`src/rtl/beamform_pkg.sv`:
```
// Shared beamforming defaults, the delay-and-sum sequencer state type and the
// channel-buffer base-address helper.
package beamform_pkg;

  localparam int NUM_CH_DEF   = 8;
  localparam int NUM_SAMP_DEF = 768;
  localparam int DATA_W_DEF   = 32;
  localparam int SUM_W_DEF    = 40;

  typedef enum logic [1:0] {
    IDLE  = 2'd0,
    ISSUE = 2'd1,
    DRAIN = 2'd2,
    DONE  = 2'd3
  } dsum_state_e;

  // Channel c occupies a contiguous block of num_samp words in the channel buffer.
  function automatic int unsigned chan_base(input int unsigned ch,
                                            input int unsigned num_samp = NUM_SAMP_DEF);
    return ch * num_samp;
  endfunction

endpackage

```
`src/rtl/dsum_rd_pipe.sv`:
```
// Fixed-latency tag pipe: carries {valid, first ch, last ch, t} alongside each channel-buffer read.
// Latency RD_LAT cycles; advances every cycle with no backpressure, flushed by reset_n.
module dsum_rd_pipe
  import beamform_pkg::*;
#(
  parameter int RD_LAT = 2,
  parameter int T_W    = 10
) (
  input  logic           clk,
  input  logic           reset_n,
  input  logic           in_vld,
  input  logic           in_first,
  input  logic           in_last,
  input  logic [T_W-1:0] in_t,
  output logic           out_vld,
  output logic           out_first,
  output logic           out_last,
  output logic [T_W-1:0] out_t,
  output logic           empty
);

  typedef struct packed {
    logic           vld;
    logic           is_first;
    logic           is_last;
    logic [T_W-1:0] t;
  } tag_t;

  tag_t pipe_q [RD_LAT];
  tag_t pipe_d [RD_LAT];

  always_comb begin
    pipe_d[0] = '{vld: in_vld, is_first: in_first, is_last: in_last, t: in_t};
    for (int i = 1; i < RD_LAT; i++) begin
      pipe_d[i] = pipe_q[i-1];
    end
  end

  always_comb begin
    empty = 1'b1;
    for (int i = 0; i < RD_LAT; i++) begin
      if (pipe_q[i].vld) empty = 1'b0;
    end
  end

  always_ff @(posedge clk or negedge reset_n) begin
    if (!reset_n) begin
      for (int i = 0; i < RD_LAT; i++) pipe_q[i] <= '0;
    end else begin
      pipe_q <= pipe_d;
    end
  end

  assign out_vld   = pipe_q[RD_LAT-1].vld;
  assign out_first = pipe_q[RD_LAT-1].is_first;
  assign out_last  = pipe_q[RD_LAT-1].is_last;
  assign out_t     = pipe_q[RD_LAT-1].t;

endmodule

```
`src/rtl/delay_sum_sequencer.sv`:
```
// Delay-and-sum sequencer: streams t-major channel reads, accumulates NUM_CH beats per sample, writes sum RAM.
// Sum for t appears RD_LAT+1 cycles after its last-channel read is accepted; rd_gnt gaps stall issue only.
// Build option DSUM_AVG_EN writes the channel mean (acc >>> log2(NUM_CH)) instead of the raw sum.
module delay_sum_sequencer
  import beamform_pkg::*;
#(
  parameter int NUM_CH     = NUM_CH_DEF,
  parameter int NUM_SAMP   = NUM_SAMP_DEF,
  parameter int DATA_W     = DATA_W_DEF,
  parameter int SUM_W      = SUM_W_DEF,
  parameter int RD_ADDR_W  = 13,
  parameter int SUM_ADDR_W = 10,
  parameter int RD_LAT     = 2
) (
  input  logic                  clk,
  input  logic                  reset_n,
  input  logic                  start,
  output logic                  busy,
  output logic                  done,
  output logic                  rd_en,
  input  logic                  rd_gnt,
  output logic [RD_ADDR_W-1:0]  rd_addr,
  input  logic [DATA_W-1:0]     rd_data,
  output logic                  sum_we,
  output logic [SUM_ADDR_W-1:0] sum_addr,
  output logic [SUM_W-1:0]      sum_data
);

  localparam int CH_W = $clog2(NUM_CH);
  localparam int T_W  = SUM_ADDR_W;

  dsum_state_e           state_q, state_d;
  logic [CH_W-1:0]       ch_q, ch_d;
  logic [T_W-1:0]        t_q, t_d;
  logic                  rd_en_q, rd_en_d;
  logic [RD_ADDR_W-1:0]  rd_addr_q, rd_addr_d;
  logic [SUM_W-1:0]      acc_q, acc_d;
  logic                  sum_we_q, sum_we_d;
  logic [SUM_ADDR_W-1:0] sum_addr_q, sum_addr_d;
  logic [SUM_W-1:0]      sum_data_q, sum_data_d;

  logic           accept, ch_last, last_rd;
  logic           p_vld, p_first, p_last, pipe_empty;
  logic [T_W-1:0] p_t;
  logic [SUM_W-1:0] data_sx;

  assign accept  = rd_en_q && rd_gnt;
  assign ch_last = (ch_q == CH_W'(NUM_CH - 1));
  assign last_rd = ch_last && (t_q == T_W'(NUM_SAMP - 1));
  assign data_sx = {{(SUM_W - DATA_W){rd_data[DATA_W-1]}}, rd_data};

  dsum_rd_pipe #(
    .RD_LAT (RD_LAT),
    .T_W    (T_W)
  ) u_rd_pipe (
    .clk       (clk),
    .reset_n   (reset_n),
    .in_vld    (accept),
    .in_first  (ch_q == '0),
    .in_last   (ch_last),
    .in_t      (t_q),
    .out_vld   (p_vld),
    .out_first (p_first),
    .out_last  (p_last),
    .out_t     (p_t),
    .empty     (pipe_empty)
  );

  always_comb begin
    state_d   = state_q;
    ch_d      = ch_q;
    t_d       = t_q;
    rd_en_d   = rd_en_q;
    rd_addr_d = rd_addr_q;
    case (state_q)
      IDLE: begin
        if (start) begin
          state_d   = ISSUE;
          ch_d      = '0;
          t_d       = '0;
          rd_en_d   = 1'b1;
          rd_addr_d = '0;
        end
      end
      ISSUE: begin
        if (accept) begin
          if (last_rd) begin
            state_d = DRAIN;
            rd_en_d = 1'b0;
          end else begin
            ch_d      = ch_q + CH_W'(1);
            t_d       = ch_last ? t_q + T_W'(1) : t_q;
            rd_addr_d = RD_ADDR_W'(chan_base(32'(ch_d), 32'(NUM_SAMP)) + 32'(t_d));
          end
        end
      end
      // Wait one extra cycle past the final write so done strictly follows it.
      DRAIN:   if (pipe_empty && !sum_we_q) state_d = DONE;
      DONE:    state_d = IDLE;
      default: state_d = IDLE;
    endcase
  end

  always_comb begin
    acc_d      = acc_q;
    sum_we_d   = 1'b0;
    sum_addr_d = sum_addr_q;
    sum_data_d = sum_data_q;
    if (p_vld) begin
      acc_d = p_first ? data_sx : acc_q + data_sx;
      if (p_last) begin
        sum_we_d   = 1'b1;
        sum_addr_d = p_t;
`ifdef DSUM_AVG_EN
        sum_data_d = $signed(acc_d) >>> CH_W;
`else
        sum_data_d = acc_d;
`endif
      end
    end
  end

  always_ff @(posedge clk or negedge reset_n) begin
    if (!reset_n) begin
      state_q    <= IDLE;
      ch_q       <= '0;
      t_q        <= '0;
      rd_en_q    <= 1'b0;
      rd_addr_q  <= '0;
      acc_q      <= '0;
      sum_we_q   <= 1'b0;
      sum_addr_q <= '0;
      sum_data_q <= '0;
    end else begin
      state_q    <= state_d;
      ch_q       <= ch_d;
      t_q        <= t_d;
      rd_en_q    <= rd_en_d;
      rd_addr_q  <= rd_addr_d;
      acc_q      <= acc_d;
      sum_we_q   <= sum_we_d;
      sum_addr_q <= sum_addr_d;
      sum_data_q <= sum_data_d;
    end
  end

  assign busy     = (state_q == ISSUE) || (state_q == DRAIN);
  assign done     = (state_q == DONE);
  assign rd_en    = rd_en_q;
  assign rd_addr  = rd_addr_q;
  assign sum_we   = sum_we_q;
  assign sum_addr = sum_addr_q;
  assign sum_data = sum_data_q;

endmodule

```
`config.mk`:
```
export PLATFORM = sky130hd
export DESIGN_NAME = delay_sum_sequencer
export DESIGN_NICKNAME = d
export VERILOG_FILES = /design/src/rtl/beamform_pkg.sv /design/src/rtl/dsum_rd_pipe.sv /design/src/rtl/delay_sum_sequencer.sv
export SDC_FILE = /design/constraint.sdc
export NUM_CORES = 1
export LEC_CHECK = 0
export ABC_AREA = 1
export CORE_MARGIN = 5
export CORE_UTILIZATION = 59
export CTS_BUF_LIST = sky130_fd_sc_hd__clkbuf_4 sky130_fd_sc_hd__clkbuf_8
export CTS_CLUSTER_DIAMETER = 50
export DETAILED_ROUTE_END_ITERATION = 12
export PLACE_DENSITY_LB_ADDON = 0.12
export SETUP_SLACK_MARGIN = 0.4
export SLEW_MARGIN = 5
export SYNTH_ARGS = -nofsm -noshare
export SYNTH_HDL_FRONTEND = slang
export SYNTH_SLANG_ARGS = --single-unit
export TNS_END_PERCENT = 100
```
`constraint.sdc`:
```
create_clock -name clk -period 2.82 [get_ports clk]
set_clock_uncertainty 0.15 [all_clocks]
set_input_delay 0.564 -clock clk [delete_from_list [all_inputs] [get_ports clk]]
set_output_delay 0.564 -clock clk [all_outputs]
set_load 0.005 [all_outputs]
```
==> metrics.txt, run 1 <==
met3 routed WL=3.06 mm; post-synth top area share=0.395; CP Cell Sequence=buf_4 -> buf_4 -> nand3_2 -> nor2_2 -> nand4_1 -> xnor3_1 -> ha_1 -> a21oi_2 -> nor2_1 -> inv_1 -> nor2_1 -> xor2_1 -> o31ai_1; Total Routing Usage GR=0.312; Chip Width=132 µm; status=finished, final reports clean; FF-to-FF path depth=13; Top Layer Used=met4; Wirelength per Cell=around 17 µm; total core area=14500 µm²; final setup fails=0; WL final=slightly below 30 mm; fraction of layout cells with a size suffix above 1=0.216; Ports=between 100 and 150; slowest stage cell, crit path=dfrtp_1; CTS Buf Count=17; TritonCTS clock tree=built; max capacitance violation total=0; sequential-to-total area share from yosys stat=0.395; Crit path required time=3030 ps; antenna diode count=0; DR pass1 iterations=6; DRC Markers=0; GRT overflow=0; CP max stage delay=about 420 ps; Top FF cell, synth=dfrtp_1; ys async rst share=1.00; synth cell count leaders=nand2_1 (531), inv_1 (147), dfrtp_1 (138); Leakage=6.39 nW; clock latency on the worst-skew pair=between 400 and 500 ps; met1 WL=11.8 mm; first-pass GRT wire length=44.1 mm; cell count after synthesis=about 1300; Slew Viols, Final=0; Met2 Wirelength=approximately 14 mm; PD cells=709 nW/µm²; Sequential Area=3450 µm²; largest net degree at the start of global routing=57; Mapped Area=8750 µm²; Vias=9220; Bufs on Longest Clock Path=2; CP Capture Type=flop; DP Wirelength=19.3 mm; CTS Root Cell=clkbuf_8; Placer Congestion=0.978; Die Y=132 µm; Pwr Total=between 8 and 9 mW; vias in the first global route=8768; area occupied by multi-input gates=5340 µm²; Final ANT Viol Nets=0; fill cell count=894; top post-synthesis cells by area=dfrtp_1 (39%), nand2_1 (23%), ha_1 (7.4%); synthesized flop and latch total=138; Final Hold Viols=0; Slew @ Worst Pin=746 ps; Min-Delay Path Depth=0; Slew HR=0.502; Final Cycle Share=0.904; htree depth=4; Sink Count=138; number of synthesized flops with an enable pin=0; worst path arrival time=2760 ps; cell taking the most area after synthesis=dfrtp_1; Final nets=1571; die area=17400 µm²; Initial Util=0.602; Mapped Nets=1344; final period demand of the worst path=2550 ps; Worst-path clk slew=about 80 ps; synthesized area per cell=between 6 and 7 µm²; Via density=5.50; port bufs=a little over 100; Hold Crit Class=flop to flop; critical path type=flop to flop; hold slack=201 ps; Synth-to-Final Area Change=39.0%; row count=44; Peak Freq=between 0.3 and 0.4 GHz; Iteration-0 DRC Markers=1137; maximum vdd drop=about 680 µV; RSZ-0062 raised after global routing=yes; count leader, synth=nand2_1; initial antenna violation count=0; Max Fanout on Critical Path=5; Synth Warn #=0; distinct cell type count of the synthesized netlist=40; CP Launch Type=flop
==> metal layers <==
metal  vias up  GRT usage
met5         -          0
met4         0     0.0749
met3        41     0.0805
met2       478      0.482
met1      4330      0.443
li1       4371          -
==> critical path, delay by kind of cell (launching register included) <==
family,cells,cell delay (ps)
simple gates,5,620
compound gates,2,310
fa+ha+maj,1,230
flops,1,420
xor+xnor,2,410
buf+inv,3,310
==> stage by stage <==
step	setup slack, ps	utilization	instances	cell area [µm²]	TNS (ps)
2_1_floorplan	444	-	1254	8760	0
3_3_place_gp	-284	0.742	1626	10800	-7790
3_5_place_dp	-286	0.742	1626	10800	-9180
4_1_cts	335	0.791	1666	11500	0
5_1_grt	127	0.837	1677	12200	0
6_report	272	0.837	1677	12200	0
==> layout by cell type, fill, tap and decap left out, types with 4 or more instances in the layout <==
cell and n:
nand4_1 5, a21oi_1 21, nor2_4 8, dlymetal6s2s_1 23, nor3_1 4, or2_2 12
nand2_2 29, o21ai_2 4, nand3b_1 4, dfrtp_1 137, nand2_1 509, buf_4 133
nand3_2 8, xor2_1 8, ha_4 37, o21bai_1 5, clkbuf_8 19, nor2_1 68
a31oi_1 16, ha_1 14, o21ai_0 36, nor2_2 18, nand3_1 62, nand3_4 4
xnor2_1 7, inv_1 142, o21ai_1 5, buf_6 4, dlygate4sd2_1 6, o211ai_1 4
inv_2 7, a21oi_2 15, clkdlybuf4s50_1 72
==> area by class of cell <==
cell class / count / area share
clock inverter: 11 / 0.0112
timing repair buffer: 242 / 0.179
clock buffer: 20 / 0.0221
tap: 184 / 0.0189
inverter: 151 / 0.0466
sequential: 138 / 0.284
multi-input combinational: 931 / 0.439
==> kinds of logic after synthesis <==
logic type               count (synthesis)  share of synthesized area
AND/OR/NAND/NOR                        738                      0.343
buffers and inverters                  185                     0.0845
AO/OA/AOI/OAI                          122                     0.0805
XOR/XNOR                                17                     0.0186
flip-flops                             138                      0.395
adder cells (fa/ha/maj)                 54                     0.0789
==> power breakdown <==
part | leakage (nW) | total (mW) | switching (mW) | internal, mW
logic | 4.57 | 4.54 | 2.62 | 1.93
clock network | 0.206 | 1.72 | 0.865 | 0.855
registers | 1.61 | 2.37 | 0.191 | 2.18
==> timing repair <==
| item | CTS | global route |
|---|---|---|
| pin swaps | 15 | 31 |
| hold buffers | 1 | 0 |
| resized for setup | 46 | 123 |
| setup buffers | 8 | 11 |
| setup endpoints to repair | 58 | 79 |
| endpoints found under the hold margin | 53 | 0 |
==> registers in the layout, indices dropped and copies added, names as in the netlist <==
signal,flops
sum_data,40
u_rd_pipe.pipe_d,13
sum_addr,10
u_rd_pipe.out_first,1
rd_addr,5
ch_q,3
t_q,10
sum_we,1
rd_en,1
u_rd_pipe.out_t,10
state_q,2
acc_q,40
u_rd_pipe.out_last,1
u_rd_pipe.out_vld,1
==> final timing paths <==
| kind | from | end | slack, ps |
|---|---|---|---|
| worst max-delay path | t_q[0] | rd_addr[12] | 270 |
| worst min-delay path | u_rd_pipe.pipe_d[11] | u_rd_pipe.out_first | 200 |
| worst max register to register | t_q[0] | rd_addr[12] | 270 |
| worst min register to register | u_rd_pipe.pipe_d[11] | u_rd_pipe.out_first | 200 |
| max in group asynchronous | reset_n | sum_addr[3] | 1250 |
| min in group asynchronous | reset_n | rd_addr[11] | 490 |
Power figures use the tool's default switching activity.
==> run 2: changes to the inputs <==
--- a/config.mk
+++ b/config.mk
@@ -10,6 +10,7 @@
 export CORE_UTILIZATION = 59
 export CTS_BUF_LIST = sky130_fd_sc_hd__clkbuf_4 sky130_fd_sc_hd__clkbuf_8
 export CTS_CLUSTER_DIAMETER = 50
+export CTS_CLUSTER_SIZE = 28
 export DETAILED_ROUTE_END_ITERATION = 12
 export PLACE_DENSITY_LB_ADDON = 0.12
 export SETUP_SLACK_MARGIN = 0.4
==> results of run 2 <==
Final layout, timing and power as in run 1 (identical DEF).
==> run 3: changes to the inputs <==
--- a/config.mk
+++ b/config.mk
@@ -6,9 +6,10 @@
 export NUM_CORES = 1
 export LEC_CHECK = 0
 export ABC_AREA = 1
+export CELL_PAD_IN_SITES_DETAIL_PLACEMENT = 0
+export CELL_PAD_IN_SITES_GLOBAL_PLACEMENT = 1
 export CORE_MARGIN = 5
-export CORE_UTILIZATION = 59
-export CTS_BUF_LIST = sky130_fd_sc_hd__clkbuf_4 sky130_fd_sc_hd__clkbuf_8
+export CORE_UTILIZATION = 41
 export CTS_CLUSTER_DIAMETER = 50
 export CTS_CLUSTER_SIZE = 28
 export DETAILED_ROUTE_END_ITERATION = 12
==> metrics.txt, run 3 (synthesis results as in run 1) <==
status=finished, final reports clean; maximum vdd drop=roughly 560 µV; DP Area=11000 µm²; critical path type=flop to flop; port bufs=between 100 and 150; Util after Layout=0.602; hold slack=201 ps; Slew Viols, Final=0; antenna diode count=0; Ports=103; WL final=28.7 mm; CP Cell Sequence=ha_2 -> ha_4 -> nand2_1 -> inv_2 -> nand4_1 -> xnor3_1 -> ha_4 -> a21oi_2 -> nor2_1 -> inv_1 -> nor2_2 -> xor2_1 -> o31ai_1; Synth-to-Final Area Change=44.6%; commonest non-fill, non-tap cell in the layout=nand2_1; Peak Freq=between 0.4 and 0.5 GHz; Total Routing Usage GR=0.238; Placer Congestion=0.874; CTS Root Cell=clkbuf_16; hold path startpoint=u_rd_pipe.pipe_d[6]; CP Launch Type=flop; Sequential Area=between 3000 and 4000 µm²; Final Cycle Share=0.878; largest net degree at the start of global routing=57; Worst-path clk slew=70 ps; Hold Crit Class=flop to flop; slowest stage cell, crit path=dfrtp_2; Pwr Total=just over 9 mW; TNS Setup=0 ps; Leakage=6.53 nW; dpl ws=-327 ps; DP Wirelength=21.1 mm; htree depth=4; CP Capture Type=flop; Post-Layout Cell Count=1778; Final nets=1580; Chip Width=156 µm; Iteration-0 DRC Markers=461; design area=12600 µm²; Sink Count=138; Slew @ Worst Pin=687 ps; Hold Path End=u_rd_pipe.out_t[6]; Critical Path Most Common Cell=ha_4; CTS Buf Count=17; Min-Delay Path Depth=0; crit-path leading delay family=adder cells; Wirelength per Cell=16.1 µm; worst r2r src=ch_q[0]; clock latency on the worst-skew pair=420 ps; Die Y=156 µm; r2r endpoint=rd_addr[12]; first-pass GRT wire length=45.6 mm; Final Hold Viols=0; Crit path required time=3000 ps; most frequent cells in the layout=nand2_1 (492), inv_1 (142), buf_4 (141), dfrtp_1 (137), clkdlybuf4s50_1 (68); FF-to-FF path depth=13; DRC Markers=0; initial antenna violation count=0; DR pass1 iterations=6; GRT overflow=0; final worst setup slack=343 ps; row count=53; die area=24400 µm²; PD cells=737 nW/µm²; fraction of layout cells with a size suffix above 1=0.241; Max Fanout on Critical Path=5; max capacitance violation total=0; Vias=8706; vias in the first global route=8648; area occupied by multi-input gates=around 5400 µm²; CP max stage delay=440 ps; dpl cells=~1700; final setup fails=0; total core area=21000 µm²; Slew HR=0.542; TritonCTS clock tree=built; Bufs on Longest Clock Path=2; Initial Util=0.416; worst path arrival time=between 2000 and 3000 ps; final period demand of the worst path=2480 ps; fill cell count=1988; Final ANT Viol Nets=0; CP bufs+invs=2; Reg2Reg Setup Slack=340 ps; RSZ-0062 raised after global routing=yes; Via density=4.90
==> run 3: how the worst max path moves through the flow <==
stage                        end  slack, ps  startpoint  depth (start not counted)
floorplan            rd_addr[12]        440      t_q[0]                         15
CTS                  rd_addr[12]        330     ch_q[0]                         11
finish               rd_addr[12]        340     ch_q[0]                         13
global route         rd_addr[12]        220      t_q[1]                         15
global placement       acc_q[36]       -290  rd_data[0]                         16
detailed placement  sum_data[36]       -330  rd_data[0]                         16
==> run 3: power by group <==
part           switching, mW  total [mW]  internal, mW  leakage [nW]
sequential             0.194        2.37          2.18          1.61
clock                   1.05        2.41          1.36         0.303
combinational           2.58        4.54          1.96          4.61
==> run 3: routing by layer <==
| metal | track usage | vias to the layer above | share of wire |
|---|---|---|---|
| met4 | 0.0620 | 0 | 0.015 |
| met1 | 0.346 | 4058 | 0.48 |
| met2 | 0.360 | 217 | 0.44 |
| met3 | 0.0546 | 32 | 0.066 |
| li1 | - | 4399 | - |
| met5 | 0 | - | 0 |
==> run 3: timing repair <==
item | CTS | global route
setup buffers | 7 | 8
hold buffers | 1 | 0
endpoints found under the setup margin | 63 | 74
gates resized for setup | 117 | 91
hold endpoints to repair | 53 | 0
pin swaps | 23 | 31
==> run 3: area by class of cell <==
class	instances	share of cell area
multi-input combinational	931	0.429
sequential	138	0.273
timing repair buffer	251	0.176
inverter	151	0.0450
clock buffer	17	0.0336
tap	275	0.0272
clock inverter	15	0.0156
